File: config.mk
export PLATFORM = sky130hd
export DESIGN_NAME = hazard_flush_ctrl
export DESIGN_NICKNAME = d
export VERILOG_FILES = /design/src/rtl/hazard_flush_ctrl.sv
export SDC_FILE = /design/constraint.sdc
export NUM_CORES = 1
export LEC_CHECK = 0
export CORE_MARGIN = 10
export CORE_UTILIZATION = 46
export CTS_CLUSTER_SIZE = 28
export DETAILED_ROUTE_END_ITERATION = 12
export GPL_ROUTABILITY_DRIVEN = 0
export PLACE_DENSITY = 0.8
export SYNTH_ARGS = -nofsm -noshare
export SYNTH_HDL_FRONTEND = slang
export SYNTH_SLANG_ARGS = --single-unit
export TNS_END_PERCENT = 20
File: constraint.sdc
create_clock -name clk -period 2.3 [get_ports clk]
set_input_delay 0.46 -clock clk [delete_from_list [all_inputs] [get_ports clk]]
set_output_delay 0.46 -clock clk [all_outputs]
set_load 0.005 [all_outputs]
File: src/rtl/hazard_flush_ctrl.sv
// Load-use bubble insertion and taken-branch flush sequencing for the 5-stage core.
// Latency: all control outputs are combinational from current state and inputs; state/counters update at the next edge.
// Backpressure: stalls PC and IF/ID for one cycle per load-use hazard; flushes never stall.
module hazard_flush_ctrl #(
  parameter int FLUSH_CYCLES = 1,
  parameter int CNT_W        = 16
) (
  input  logic             clk,
  input  logic             reset,
  input  logic [4:0]       id_rs1,
  input  logic [4:0]       id_rs2,
  input  logic             id_uses_rs1,
  input  logic             id_uses_rs2,
  input  logic [4:0]       ex_rd,
  input  logic             ex_MemRead,
  input  logic             mem_branch_taken,
  output logic             pc_write,
  output logic             if_id_write,
  output logic             if_id_flush,
  output logic             id_ex_flush,
  output logic             ex_mem_flush,
  output logic [1:0]       ctrl_state,
  output logic [CNT_W-1:0] stall_cnt,
  output logic [CNT_W-1:0] flush_cnt
);

  typedef enum logic [1:0] {
    RUN      = 2'd0,
    LU_STALL = 2'd1,
    BR_FLUSH = 2'd2
  } state_e;

  // Remaining BR_FLUSH cycles after the first flush cycle spent in RUN/LU_STALL.
  localparam logic [3:0] FL_INIT = (FLUSH_CYCLES > 1) ? 4'(FLUSH_CYCLES - 2) : 4'd0;
  localparam logic [CNT_W-1:0] CNT_ONE = {{(CNT_W-1){1'b0}}, 1'b1};

  state_e           state_q, state_d;
  logic [3:0]       fl_left_q, fl_left_d;
  logic [CNT_W-1:0] stall_cnt_q, stall_cnt_d;
  logic [CNT_W-1:0] flush_cnt_q, flush_cnt_d;
  logic             lu_hit;

  // Load-use hazard: the load in EX writes a register the ID instruction reads (x0 excluded).
  always_comb begin
    lu_hit = ex_MemRead && (ex_rd != 5'd0) &&
             ((id_uses_rs1 && (id_rs1 == ex_rd)) || (id_uses_rs2 && (id_rs2 == ex_rd)));
  end

  // Next-state, counter updates and pipeline control outputs.
  always_comb begin
    state_d      = state_q;
    fl_left_d    = fl_left_q;
    stall_cnt_d  = stall_cnt_q;
    flush_cnt_d  = flush_cnt_q;
    pc_write     = 1'b1;
    if_id_write  = 1'b1;
    if_id_flush  = 1'b0;
    id_ex_flush  = 1'b0;
    ex_mem_flush = 1'b0;

    case (state_q)
      BR_FLUSH: begin
        // Everything younger than the branch is a bubble here; events are ignored.
        if_id_flush = 1'b1;
        id_ex_flush = 1'b1;
        if (fl_left_q == 4'd0) begin
          state_d = RUN;
        end else begin
          fl_left_d = fl_left_q - 4'd1;
        end
      end
      default: begin
        // RUN, LU_STALL and the illegal encoding all resolve back toward RUN.
        state_d = RUN;
        if (mem_branch_taken) begin
          if_id_flush  = 1'b1;
          id_ex_flush  = 1'b1;
          ex_mem_flush = 1'b1;
          if (flush_cnt_q != '1) flush_cnt_d = flush_cnt_q + CNT_ONE;
          if (FLUSH_CYCLES > 1) begin
            fl_left_d = FL_INIT;
            state_d   = BR_FLUSH;
          end
        end else if (lu_hit && (state_q != LU_STALL)) begin
          // ID/EX already holds the bubble in LU_STALL, so the hit is masked there.
          pc_write    = 1'b0;
          if_id_write = 1'b0;
          id_ex_flush = 1'b1;
          if (stall_cnt_q != '1) stall_cnt_d = stall_cnt_q + CNT_ONE;
          state_d     = LU_STALL;
        end
      end
    endcase

    // Keep the pipeline clear for the whole time reset is held.
    if (reset) begin
      pc_write     = 1'b0;
      if_id_write  = 1'b0;
      if_id_flush  = 1'b1;
      id_ex_flush  = 1'b1;
      ex_mem_flush = 1'b1;
    end
  end

  // State, flush counter and statistics registers.
  always_ff @(posedge clk or posedge reset) begin
    if (reset) begin
      state_q     <= RUN;
      fl_left_q   <= 4'd0;
      stall_cnt_q <= '0;
      flush_cnt_q <= '0;
    end else begin
      state_q     <= state_d;
      fl_left_q   <= fl_left_d;
      stall_cnt_q <= stall_cnt_d;
      flush_cnt_q <= flush_cnt_d;
    end
  end

  assign ctrl_state = state_q;
  assign stall_cnt  = stall_cnt_q;
  assign flush_cnt  = flush_cnt_q;

endmodule

==> flow_metrics.tcl <==
set metrics [dict create \
    outcome "completed" \
    grt_usage_pct 12.7 \
    syn_nets 193 \
    synth.yosys.seq_area_share_pct 45.0 \
    hold_path.class "reg2reg" \
    start_kind "input pin" \
    ys_ff_latch 33 \
    htree_levels 2 \
    timing.final.crit_share_pct 97.6 \
    hold_buffers 0 \
    via_per_inst 5.20 \
    clockBufferDepth 2 \
    synth_edf_count 0 \
    synth.avg_cell_area_um2 10.8 \
    hpwl_um 3600 \
    hold_viol_final 0 \
    layout-drive-gt1-share_pct 20.5 \
    power_density_nw_per_um2 646 \
    nFillCells 283 \
    synth_top_area_share_pct 45.0 \
    required_ps 1840 \
    drv_slew 0 \
    antenna_found_initial 0 \
    clock_skew_ps 6.78 \
    dr.pass1.iters 4 \
    end_kind "output port" \
    hp-start "stall_cnt[6]$_DFFE_PP0P_" \
    fin_nets 271 \
    synth_area_um2 1840 \
    fmax_mhz 446 \
    path_class "in2out" \
    final_cells 297 \
    drc 0 \
    start_util_pct 48.7 \
    drtAntennaViolNets 0 \
    synth_top_area_cell "dfrtp_1" \
    reg2reg_from "flush_cnt[0]$_DFFE_PP0P_" \
    synthToLayoutAreaGrowth_pct 45.5 \
    dp_cells 287 \
    io_buffers 58 \
    yosysWarningCount 0 \
    cts_tree "yes" \
    synth_cell_types 39 \
    grt_pass1_wl_um 7470 \
    gr-total-overflow 0 \
    critPathLaunch "ex_rd[1]" \
    drt-wirelength-per-cell_um 15.2 \
    min_period_ps 2240 \
    antennaDiodeCount 0 \
    async_flop_share_pct 100 \
    syn_inst 170 \
    setup_violations 0 \
    initialDrtViolationCount 106 \
    drt_wl_total_um 4520 \
    core_um2 3770 \
    p_leak_uw 0.00115 \
    vdd_drop_max_mv 0.565 \
    synthTopCellsByArea "dfrtp_1 (45%), xnor2_1 (14%), nand3_1 (4.6%)" \
    path_clk_slew_ps 60 \
    clk_latency_ps 290 \
    cp_max_fo 2 \
    timing.final.ws_setup_ps 55.7 \
    die_h_um 83.2 \
    dieArea_um2 6920 \
    cts_sinks 33 \
    cts_buffers 5 \
    tightestPinTransition_ps 664 \
    vias 1544 \
    num_rows 22 \
    place_ws_ps -675 \
    die_x_um 83.2 \
    arrival_ps 1780 \
    grt_start_max_net_pins 28 \
    timing.hold.ws_ps 492 \
    cap_violations 0 \
    cts_root_buffer "clkbuf_8" \
    grt_pass1_vias 1590 \
    boundaryPins 60 \
    slew_headroom_pct 55.3 \
    ys.flop_type "dfrtp_1" \
]
cells in the mapped netlist (2+ instances only):
library cell,number
nand2_1,12
nor3_1,6
nand2b_1,2
xor2_1,7
ha_1,2
mux2_2,3
nor2_1,5
nand3b_1,2
a41oi_1,2
nand4b_1,2
xnor2_1,30
nand4_1,8
dfrtp_1,33
inv_1,5
nand3_1,17
and3_1,8
buf_4,4
per-layer routing:
metal,share of wire [%],vias up,wire length (um),global-route usage [%]
met2,45,57,2050,19.2
met1,43,730,1940,14.9
met4,1.7,0,75,5.08
met5,0,-,0,0
met3,10,8,457,6.54
li1,-,749,-,-
path summary, 6_finish.rpt:
kind	to	slack [ps]	cells past startpoint
worst max-delay path	pc_write	60	6
worst min-delay path	stall_cnt[6]$_DFFE_PP0P_	490	1
worst max register to register	flush_cnt[5]$_DFFE_PP0P_	450	6
worst min register to register	stall_cnt[6]$_DFFE_PP0P_	490	1
max in group asynchronous	stall_cnt[10]$_DFFE_PP0P_	1340	3
min in group asynchronous	flush_cnt[2]$_DFFE_PP0P_	600	3
power breakdown:
group / internal [uW] / switching, uW / total [uW]
clock network: 352 / 213 / 565
registers: 652 / 92.3 / 744
logic: 258 / 160 / 417
flip-flops by register name, summed over array words and instances (netlist names):
signal	cells
stall_cnt	16
ctrl_state	1
flush_cnt	16
placed cells by master, fill, tap and decap left out, types with 2 or more instances in the layout:
cell / netlist / final
xor2_1: 7 / 7
nand3b_1: 2 / 2
mux2_2: 3 / 3
buf_2: 0 / 5
and3_1: 8 / 8
nand4b_1: 2 / 2
nor3_1: 6 / 6
nand3_1: 17 / 17
ha_1: 2 / 2
nand4_1: 8 / 8
inv_1: 5 / 4
clkdlybuf4s50_1: 0 / 49
xnor2_1: 30 / 30
nand2b_1: 2 / 2
dlymetal6s2s_1: 0 / 2
nor2_1: 5 / 4
nand2_1: 12 / 12
dfrtp_1: 33 / 33
buf_4: 4 / 18
a41oi_1: 2 / 2
clkbuf_8: 0 / 6
area by class of cell:
cell class / instances / area (um^2) / area share, %
Tap cell: 48 / 60.1 / 2.25
Sequential cell: 33 / 826 / 30.9
Inverter: 5 / 18.8 / 0.703
Clock buffer: 6 / 82.6 / 3.09
Timing Repair Buffer: 76 / 689 / 25.8
Clock inverter: 2 / 37.5 / 1.41
Multi-Input combinational cell: 127 / 957 / 35.8
stage by stage:
step                      instance area, um^2  total power [uW]  utilization [%]  setup TNS, ps
after floorplan                          1840               917                -              0
after global placement                   2550              1170             67.8          -1980
after detailed placement                 2550              1180             67.8          -2090
after CTS                                2660              1740             70.5              0
after global routing                     2670              1830             70.8          -22.5
final                                    2670              1730             70.8              0
logic make-up after synthesis:
family          Yosys count  share of synthesized area (%)
buf+inv                  10                           3.27
xor+xnor                 37                           17.7
compound gates           10                           6.88
mux                       4                           2.66
fa+ha+maj                 2                           1.36
simple gates             73                           23.0
other cells               1                          0.204
flops                    33                           45.0
worst max-delay path: stages:
cell	delay, ps
dlygate4sd2_1	240
or4_4	440
o211ai_4	180
and2b_2	270
nor2_4	80
buf_2	110
timing repair:
action,CTS,global route
hold endpoints to repair,0,0
resized for setup,24,5
setup endpoints to repair,3,5
pin swaps,3,4
buffers inserted,1,1
No activity file was read; power rests on OpenSTA's default activity.
